$ cat src/rtl/fft_frame_ctrl_if.sv
// Config and sample streams between the frame controller and the FFT core.
// Both streams use the usual valid/ready handshake.
interface fft_frame_ctrl_if #(
  parameter int TDATA_W = 16
) ();
  logic [7:0]           cfg_tdata;
  logic                 cfg_tvalid;
  logic                 cfg_tready;
  logic [2*TDATA_W-1:0] s_tdata;
  logic                 s_tvalid;
  logic                 s_tready;
  logic                 s_tlast;

  modport master (
    output cfg_tdata,
    output cfg_tvalid,
    input  cfg_tready,
    output s_tdata,
    output s_tvalid,
    output s_tlast,
    input  s_tready
  );

  modport slave (
    input  cfg_tdata,
    input  cfg_tvalid,
    output cfg_tready,
    input  s_tdata,
    input  s_tvalid,
    input  s_tlast,
    output s_tready
  );
endinterface

$ cat src/rtl/fft_frame_ctrl.sv
// Frames ADC samples into N-point FFT input bursts through a small FIFO.
// Issues the direction config word whenever the mode changes.
module fft_frame_ctrl #(
  parameter int DATA_W     = 10,
  parameter int TDATA_W    = 16,
  parameter int FRAME_LOG2 = 10,
  parameter int FIFO_LOG2  = 4
) (
  input  logic              sys_clk,
  input  logic              sys_rst_n,
  input  logic [DATA_W-1:0] ad_data,
  input  logic              ad_valid,
  input  logic              fft_mode,
  input  logic              start,
  input  logic              continuous,
  input  logic              overflow_clr,
  fft_frame_ctrl_if.master  axis,
  output logic              busy,
  output logic              overflow,
  output logic [15:0]       frame_cnt
);

  localparam int D = 2**FIFO_LOG2;

  typedef enum logic [1:0] {
    CFG,
    IDLE,
    RUN,
    DRAIN
  } state_t;

  state_t state;

  logic                  mode_q;
  logic [7:0]            cfg_data;
  logic                  cfg_vld;
  logic [FRAME_LOG2-1:0] cnt;

  logic [TDATA_W:0]     mem [D];
  logic [FIFO_LOG2-1:0] wr_ptr;
  logic [FIFO_LOG2-1:0] rd_ptr;
  logic [FIFO_LOG2:0]   used;

  logic signed [DATA_W-1:0] samp;
  logic [TDATA_W-1:0]       re;
  logic empty, full, rd;
  logic wr_req, wr, last_wr;
  logic head_last, tlast_hs;

  // Offset-binary to two's complement: flip the MSB, then sign-extend.
  assign samp = {~ad_data[DATA_W-1], ad_data[DATA_W-2:0]};
  assign re   = TDATA_W'(samp);

  assign empty     = (used == '0);
  assign full      = (used == (FIFO_LOG2+1)'(D));
  assign rd        = !empty && axis.s_tready;
  assign wr_req    = (state == RUN) && ad_valid;
  assign wr        = wr_req && (!full || rd);
  assign last_wr   = wr && (&cnt);
  assign head_last = mem[rd_ptr][TDATA_W];
  assign tlast_hs  = rd && head_last;

  assign axis.s_tvalid = !empty;
  assign axis.s_tlast  = !empty && head_last;
  assign axis.s_tdata  = empty ? '0 :
    {{TDATA_W{1'b0}}, mem[rd_ptr][TDATA_W-1:0]};

  assign axis.cfg_tdata  = cfg_data;
  assign axis.cfg_tvalid = cfg_vld;

  always_ff @(posedge sys_clk) begin
    if (wr) mem[wr_ptr] <= {last_wr, re};
  end

  always_ff @(posedge sys_clk or negedge sys_rst_n) begin
    if (!sys_rst_n) begin
      wr_ptr <= '0;
      rd_ptr <= '0;
      used   <= '0;
    end else begin
      if (wr) wr_ptr <= wr_ptr + 1'b1;
      if (rd) rd_ptr <= rd_ptr + 1'b1;
      case ({wr, rd})
        2'b10:   used <= used + 1'b1;
        2'b01:   used <= used - 1'b1;
        default: used <= used;
      endcase
    end
  end

  always_ff @(posedge sys_clk or negedge sys_rst_n) begin
    if (!sys_rst_n) begin
      overflow <= 1'b0;
    end else if (wr_req && full && !rd) begin
      overflow <= 1'b1;
    end else if (overflow_clr) begin
      overflow <= 1'b0;
    end
  end

  always_ff @(posedge sys_clk or negedge sys_rst_n) begin
    if (!sys_rst_n) begin
      state     <= CFG;
      mode_q    <= 1'b1;
      cfg_data  <= '0;
      cfg_vld   <= 1'b0;
      cnt       <= '0;
      busy      <= 1'b0;
      frame_cnt <= '0;
    end else begin
      unique case (state)
        CFG: begin
          busy <= 1'b1;
          if (cfg_vld && axis.cfg_tready) begin
            cfg_vld <= 1'b0;
            busy    <= 1'b0;
            state   <= IDLE;
          end else begin
            cfg_vld  <= 1'b1;
            cfg_data <= {7'b0, mode_q};
          end
        end
        IDLE: begin
          if (fft_mode != mode_q) begin
            mode_q   <= fft_mode;
            cfg_data <= {7'b0, fft_mode};
            cfg_vld  <= 1'b1;
            busy     <= 1'b1;
            state    <= CFG;
          end else if (start || continuous) begin
            cnt   <= '0;
            busy  <= 1'b1;
            state <= RUN;
          end
        end
        RUN: begin
          if (wr) cnt <= cnt + 1'b1;
          if (last_wr) state <= DRAIN;
        end
        DRAIN: begin
          if (tlast_hs) begin
            frame_cnt <= frame_cnt + 16'd1;
            if (fft_mode != mode_q) begin
              mode_q   <= fft_mode;
              cfg_data <= {7'b0, fft_mode};
              cfg_vld  <= 1'b1;
              state    <= CFG;
            end else if (continuous) begin
              cnt   <= '0;
              state <= RUN;
            end else begin
              busy  <= 1'b0;
              state <= IDLE;
            end
          end
        end
        default: state <= CFG;
      endcase
    end
  end

endmodule

$ cat src/flat_wrapper.sv
// flat-port wrapper written by rule: the top's interface ports become plain ports
module fft_frame_ctrl_flat 
#(
  parameter int DATA_W     = 10,
  parameter int TDATA_W    = 16,
  parameter int FRAME_LOG2 = 10,
  parameter int FIFO_LOG2  = 4
)
  (sys_clk, sys_rst_n, ad_data, ad_valid, fft_mode, start, continuous, overflow_clr, busy, overflow, frame_cnt, axis_cfg_tdata, axis_cfg_tvalid, axis_cfg_tready, axis_s_tdata, axis_s_tvalid, axis_s_tlast, axis_s_tready);
  fft_frame_ctrl_if #(.TDATA_W(TDATA_W)) axis_i ();
  input  logic sys_clk;
  input  logic sys_rst_n;
  input  logic [DATA_W-1:0] ad_data;
  input  logic ad_valid;
  input  logic fft_mode;
  input  logic start;
  input  logic continuous;
  input  logic overflow_clr;
  output logic busy;
  output logic overflow;
  output logic [15:0] frame_cnt;
  output wire logic [$bits(axis_i.cfg_tdata)-1:0] axis_cfg_tdata;
  output wire logic [$bits(axis_i.cfg_tvalid)-1:0] axis_cfg_tvalid;
  input wire logic [$bits(axis_i.cfg_tready)-1:0] axis_cfg_tready;
  output wire logic [$bits(axis_i.s_tdata)-1:0] axis_s_tdata;
  output wire logic [$bits(axis_i.s_tvalid)-1:0] axis_s_tvalid;
  output wire logic [$bits(axis_i.s_tlast)-1:0] axis_s_tlast;
  input wire logic [$bits(axis_i.s_tready)-1:0] axis_s_tready;
  assign axis_cfg_tdata = axis_i.cfg_tdata;
  assign axis_cfg_tvalid = axis_i.cfg_tvalid;
  assign axis_i.cfg_tready = axis_cfg_tready;
  assign axis_s_tdata = axis_i.s_tdata;
  assign axis_s_tvalid = axis_i.s_tvalid;
  assign axis_s_tlast = axis_i.s_tlast;
  assign axis_i.s_tready = axis_s_tready;
  fft_frame_ctrl #(.DATA_W(DATA_W), .TDATA_W(TDATA_W), .FRAME_LOG2(FRAME_LOG2), .FIFO_LOG2(FIFO_LOG2)) u_core (.sys_clk(sys_clk), .sys_rst_n(sys_rst_n), .ad_data(ad_data), .ad_valid(ad_valid), .fft_mode(fft_mode), .start(start), .continuous(continuous), .overflow_clr(overflow_clr), .axis(axis_i), .busy(busy), .overflow(overflow), .frame_cnt(frame_cnt));
endmodule
$ cat config.mk
export PLATFORM = sky130hd
export DESIGN_NAME = fft_frame_ctrl_flat
export DESIGN_NICKNAME = d
export VERILOG_FILES = /design/src/rtl/fft_frame_ctrl_if.sv /design/src/rtl/fft_frame_ctrl.sv /design/src/flat_wrapper.sv
export SDC_FILE = /design/constraint.sdc
export NUM_CORES = 1
export LEC_CHECK = 0
export ABC_AREA = 1
export BUFFER_PORTS_ARGS = -buffer_cell sky130_fd_sc_hd__buf_4
export CAP_MARGIN = 10
export CELL_PAD_IN_SITES_DETAIL_PLACEMENT = 0
export CELL_PAD_IN_SITES_GLOBAL_PLACEMENT = 1
export CORE_ASPECT_RATIO = 0.75
export CORE_MARGIN = 3
export CORE_UTILIZATION = 53
export CTS_BUF_LIST = sky130_fd_sc_hd__clkbuf_4
export DETAILED_ROUTE_END_ITERATION = 12
export GPL_TIMING_DRIVEN = 0
export PLACE_DENSITY = 0.89
export SLEW_MARGIN = 20
export SYNTH_ARGS = -nofsm -noshare
export SYNTH_HDL_FRONTEND = slang
export SYNTH_SLANG_ARGS = --single-unit
$ cat constraint.sdc
create_clock -name sys_clk -period 3.4 [get_ports sys_clk]
set_clock_uncertainty 0.05 [all_clocks]
set_input_delay 0.68 -clock sys_clk [delete_from_list [all_inputs] [get_ports sys_clk]]
set_output_delay 0.68 -clock sys_clk [all_outputs]
set_load 0.1 [all_outputs]
# --- After elaboration in Yosys (flattened, before gate mapping) ---
# Memories as Yosys holds them, arrays and structs flattened.
# Cells that the tools add are included.
classes:
  reduce_logical: 29
  addsub: 6
  bitwise_logic: 1
  mux: 38
  eq_ne: 18
ops:
  columns: ["op", "n"]
  rows:
  - ["$mux W10", 6]
  - ["$pmux W10 S3", 1]
  - ["$mux W8", 3]
  - ["$pmux W8 S3", 1]
  - ["$add A16 B1 Y16 const B", 1]
  - ["$mux W16", 1]
  - ["$mux W1", 14]
  - ["$mux W2", 7]
  - ["$add A10 B1 Y10 const B", 1]
  - ["$ne A2 B1 Y1 const B", 5]
  - ["$ne A2 B2 Y1 const B", 5]
  - ["$pmux W5 S2", 1]
  - ["$reduce_and A10 Y1", 1]
  - ["$logic_and A1 B1 Y1", 9]
  - ["$add A4 B1 Y4 const B", 2]
  - ["$pmux W2 S4", 1]
  - ["$reduce_and A7 Y1", 1]
  - ["$eq A2 B2 Y1 const B", 3]
  - ["$pmux W1 S3", 2]
  - ["$reduce_and A2 Y1", 3]
  - ["$reduce_bool A2 Y1", 3]
  - ["$reduce_bool A3 Y1", 2]
  - ["$add A5 B1 Y5 const B", 1]
  - ["$eq A5 B5 Y1 const B", 1]
  - ["other kinds (13)", 17]
word_totals:
  memories: 1
  register_bits: 53
  input_bits: 19
  elab_cells: 104
  mem_bits_rw: 272
mem_list:
  columns: ["name", "depth", "word_bits", "read_ports", "rd_clocked_by_memory_dff", "wr", "line_no", "rtl"]
  rows:
  - ["u_core.mem", 16, 17, 1, 0, 1, "fft_frame_ctrl.sv:39", "logic [TDATA_W:0] mem [D];"]

# --- Logic depth before layout (Yosys ltp) ---
depth:
  word_depth: 8
  mapped_depth: 16

# --- Worst setup path before layout ---
# No wires, ideal clock.
synth_timing:
  path_type: "register to output"
  start: "reg u_core.used[3]"
  end: "out axis_s_tdata[10]"
  stages_incl_launch_ff: 7
  setup_slack_ps: -1124
  arrival_ps: 3794
  path_buffers: 2
  cell_sequence: "dfrtp_1 -> inv_1 -> nand4_1 -> inv_1 -> clkbuf_1 -> a21oi_1 -> buf_4"
synth_via:
  elab_chain_len: 2
synth_rtl:
  columns: ["item", "line_no", "rtl"]
  rows:
  - ["start, declared", "fft_frame_ctrl.sv:42", "logic [FIFO_LOG2:0] used;"]
  - ["start signal, assigned", "fft_frame_ctrl.sv:84", "2'b10: used <= used + 1'b1;"]
  - ["start signal, assigned", "fft_frame_ctrl.sv:85", "2'b01: used <= used - 1'b1;"]
  - ["start signal, assigned", "fft_frame_ctrl.sv:86", "default: used <= used;"]
  - ["$logic_not A5 Y1", "fft_frame_ctrl.sv:54", "assign empty = (used == '0);"]
  - ["$mux W16", "fft_frame_ctrl.sv:65", "assign axis.s_tdata = empty ? '0 :"]
  - ["end, declared", "flat_wrapper.sv:25", "output wire logic [$bits(axis_i.s_tdata)-1:0] axis_s_tdata;"]
# Every way passes these cells.

# --- Worst setup path after layout ---
layout_timing:
  start: "reg u_core.rd_ptr[0]"
  end: "out axis_s_tdata[10]"
layout_via:
  elab_chain_len: 2
layout_rtl:
  columns: ["item", "line_no", "rtl"]
  rows:
  - ["start, declared", "fft_frame_ctrl.sv:41", "logic [FIFO_LOG2-1:0] rd_ptr;"]
  - ["start signal, assigned", "fft_frame_ctrl.sv:82", "if (rd) rd_ptr <= rd_ptr + 1'b1;"]
  - ["$mem_v2 Z16 W17", null, null]
  - ["$mux W16", "fft_frame_ctrl.sv:65", null]
# Every way passes these cells.

==> flow_metrics.env <==
export IMPL_grt_use_total_pct=24.5
export IMPL_yosys_warnings=0
export IMPL_synthAdderAreaFrac_pct=1.39
export IMPL_firstDrtPassIters=5
export IMPL_die_y_um=124
export IMPL_critPathArrivalTime_ps=2660
export IMPL_outcome="completed"
export IMPL_nNetsFinal=1089
export IMPL_portBuffers=56
export IMPL_synthCells=906
export IMPL_path_class="register to output port"
export IMPL_final_area_um2=12100
export IMPL_path_clk_slew_ps=60
export IMPL_clockBufferDepth=3
export IMPL_cts_sinks=222
export IMPL_n_fill_cell=1360
export IMPL_critPathRequiredTime_ps=2670
export IMPL_cts_max_level=2
export IMPL_synth_xor_area_share_pct=1.86
export IMPL_area_sequential_um2=6440
export IMPL_cts_tree="done"
export IMPL_pin_count=80
export IMPL_yosys_area_top_type="edfxtp_1"
export IMPL_gp_congestion=0.826
export IMPL_drtAntennaViolNets=0
export IMPL_ys_types=38
export IMPL_max_slew_worst_pin_slew_ps=1120
export IMPL_crit_path_start_kind="register"
export IMPL_start_util_pct=55.1
export IMPL_muxShareOfSynthArea_pct=0
export IMPL_placed_cell_area_um2=10700
export IMPL_setup_viol=0
export IMPL_synth_async_reset_ratio_pct=20.7
export IMPL_clock_latency_ps=690
export IMPL_synth_compound_area_share_pct=10.9
export IMPL_antenna_found_initial=0
export IMPL_period_share_pct=99.6
export IMPL_vias=7280
export IMPL_syn_area_per_cell_um2=10.9
export IMPL_hp_class="primary input to register"
export IMPL_grt_pass1_vias=6935
export IMPL_ys_seq_area_share_pct=65.0
export IMPL_drv_cap=0
export IMPL_synth_commonest_cells="176 x edfxtp_1, 141 x nor2_1, 117 x nand2_1, 111 x o21ai_0, 59 x inv_1"
export IMPL_timing_fmax_ghz=0.295
export IMPL_fp_dieArea_um2=20400
export IMPL_path_common_cell="buf_6"
export IMPL_slew_violations=0
export IMPL_multi_input_area_um2=3020
export IMPL_finalHoldViolCount=0
export IMPL_ys_flop_type="edfxtp_1"
export IMPL_root_buffer="clkbuf_4"
export IMPL_initialDrtViolationCount=791
export IMPL_synth_simple_gate_area_share_pct=14.2
export IMPL_grt_overflow=0
export IMPL_wl_per_cell_um=18.6
export IMPL_fp_dieW_um=164
export IMPL_rsz0062_at_grt="yes"
export IMPL_slew_headroom_pct=24.8
export IMPL_antennaDiodeCount=0
export IMPL_synth_top_family_by_area="simple AND/OR/NAND/NOR gates"
export IMPL_synth_area_leaders="edfxtp_1 53%, dfrtp_1 11%, o21ai_0 5.6%"
export IMPL_hpwl_um=15600
export IMPL_drcViolationCount=0
export IMPL_crit_chain="buf_6, bufbuf_16, clkbuf_8, nor2_2, o22ai_2, o21ai_2, a21oi_2, buf_4, buf_6, buf_12"
export IMPL_synth_top_cell_area_share_pct=53.4
export IMPL_slowest_delay_ps=390
export IMPL_grt_max_degree=47
export IMPL_synth_most_common_cell="edfxtp_1"
export IMPL_num_rows=42
export IMPL_worstPathMaxFanout=10
export IMPL_end_kind="output port"
export IMPL_via_per_inst=5.41
export IMPL_cts_buffers=53
export IMPL_slowest_stage="dfrtp_1"
export IMPL_grt_pass1_wl_um=38100
export IMPL_layout_drive_gt1_share_pct=26.1
export IMPL_synth_edf_count=176
export IMPL_holdWs_ps=180
export IMPL_ys_seq_elements=222
export IMPL_wl_um=25000
export IMPL_syn_cell_area_um2=9900
export IMPL_syn_to_final_growth_pct=22.3
export IMPL_core_um2=18000
export IMPL_period_minus_slack_ps=3390
[path summary, 6_finish.rpt]
| check | startpoint | end | slack, ps | cells after the start |
|---|---|---|---|---|
| worst max-delay path | u_core.rd_ptr[0] | axis_s_tdata[10] | 10 | 10 |
| worst min-delay path | overflow_clr | u_core.overflow | 180 | 2 |
| worst max register to register | u_core.state[0] | u_core.mem[6][5] | 740 | 8 |
| worst min register to register | u_core.axis.cfg_tdata[0] | u_core.axis.cfg_tdata[0] | 420 | 2 |
| max in group asynchronous | sys_rst_n | u_core.rd_ptr[0] | 2280 | 2 |
| min in group asynchronous | sys_rst_n | u_core.frame_cnt[14] | 550 | 2 |
[through the flow]
step / setup WS [ps] / cells / setup TNS [ps] / utilization, %
after CTS: -24.7 / 1343 / -118 / 66.5
after global placement: -116 / 1226 / -723 / 59.6
final: 14.9 / 1345 / 0 / 67.4
after floorplan: -396 / 928 / -5760 / -
after global routing: -86.2 / 1345 / -609 / 67.4
after detailed placement: -137 / 1227 / -863 / 59.7
[metal layers]
layer  GRT usage (%)  vias up  share of wire, %
met5               0        -                 0
met4            9.35        0               2.4
met3            5.95       48                10
met2            33.7      343                42
met1            37.6     3426                45
li1                -     3463                 -
[cells in the final DEF (no fill, tap or decap), drive strengths merged, types with 6 or more instances in the layout]
cell / n
clkinv: 16
xor2: 17
buf: 121
inv: 64
nor2: 144
conb: 23
a21oi: 18
edfxtp: 176
nor3: 10
o221ai: 24
ha: 11
clkbuf: 104
nand2: 121
nand3: 44
o21ai: 119
nand4: 7
dfrtp: 45
nand3b: 6
o22ai: 16
[worst max-delay path, delay by kind of cell (launching register included)]
| family | cells | cell delay [ps] |
|---|---|---|
| DFF | 1 | 390 |
| AOI/OAI and AO/OA | 3 | 480 |
| buffers and inverters | 6 | 1030 |
| and+or+nand+nor | 1 | 120 |
[layout make-up]
cell class	instances	share of cell area (%)
clock buffer	82	5.08
tap	242	2.50
clock inverter	17	0.857
inverter	65	2.31
sequential	222	53.2
buffer	64	4.64
timing repair buffer	81	6.56
multi-input combinational	572	24.9
[state kept, by name (all words and copies together), names as in the netlist]
register                count
u_core.axis.cfg_tdata       1
u_core.axis.cfg_tvalid      1
u_core.mem                176
u_core.busy                 1
u_core.wr_ptr               4
u_core.rd_ptr               4
u_core.used                 5
u_core.overflow             1
u_core.frame_cnt           16
u_core.cnt                 10
u_core.state                2
u_core.mode_q               1
[cell families after synthesis]
logic type	Yosys count
AOI/OAI and AO/OA	184
xor gates and xnor gates	21
adders and majority gates	11
buffers and inverters	134
DFF	222
other	1
and+or+nand+nor	333
[timing repair]
| action | in CTS | in global routing |
|---|---|---|
| hold buffers | 1 | 0 |
| setup buffers | 16 | 5 |
| pin swaps | 7 | 7 |
| gates cloned | 2 | 0 |
| resized for setup | 107 | 35 |
| endpoints found under the hold margin | 23 | 0 |
| endpoints found under the setup margin | 16 | 16 |
Power is left out: the tool's default activity adds up to more than one toggle a clock period on the data nets, which glitch-free logic cannot reach.
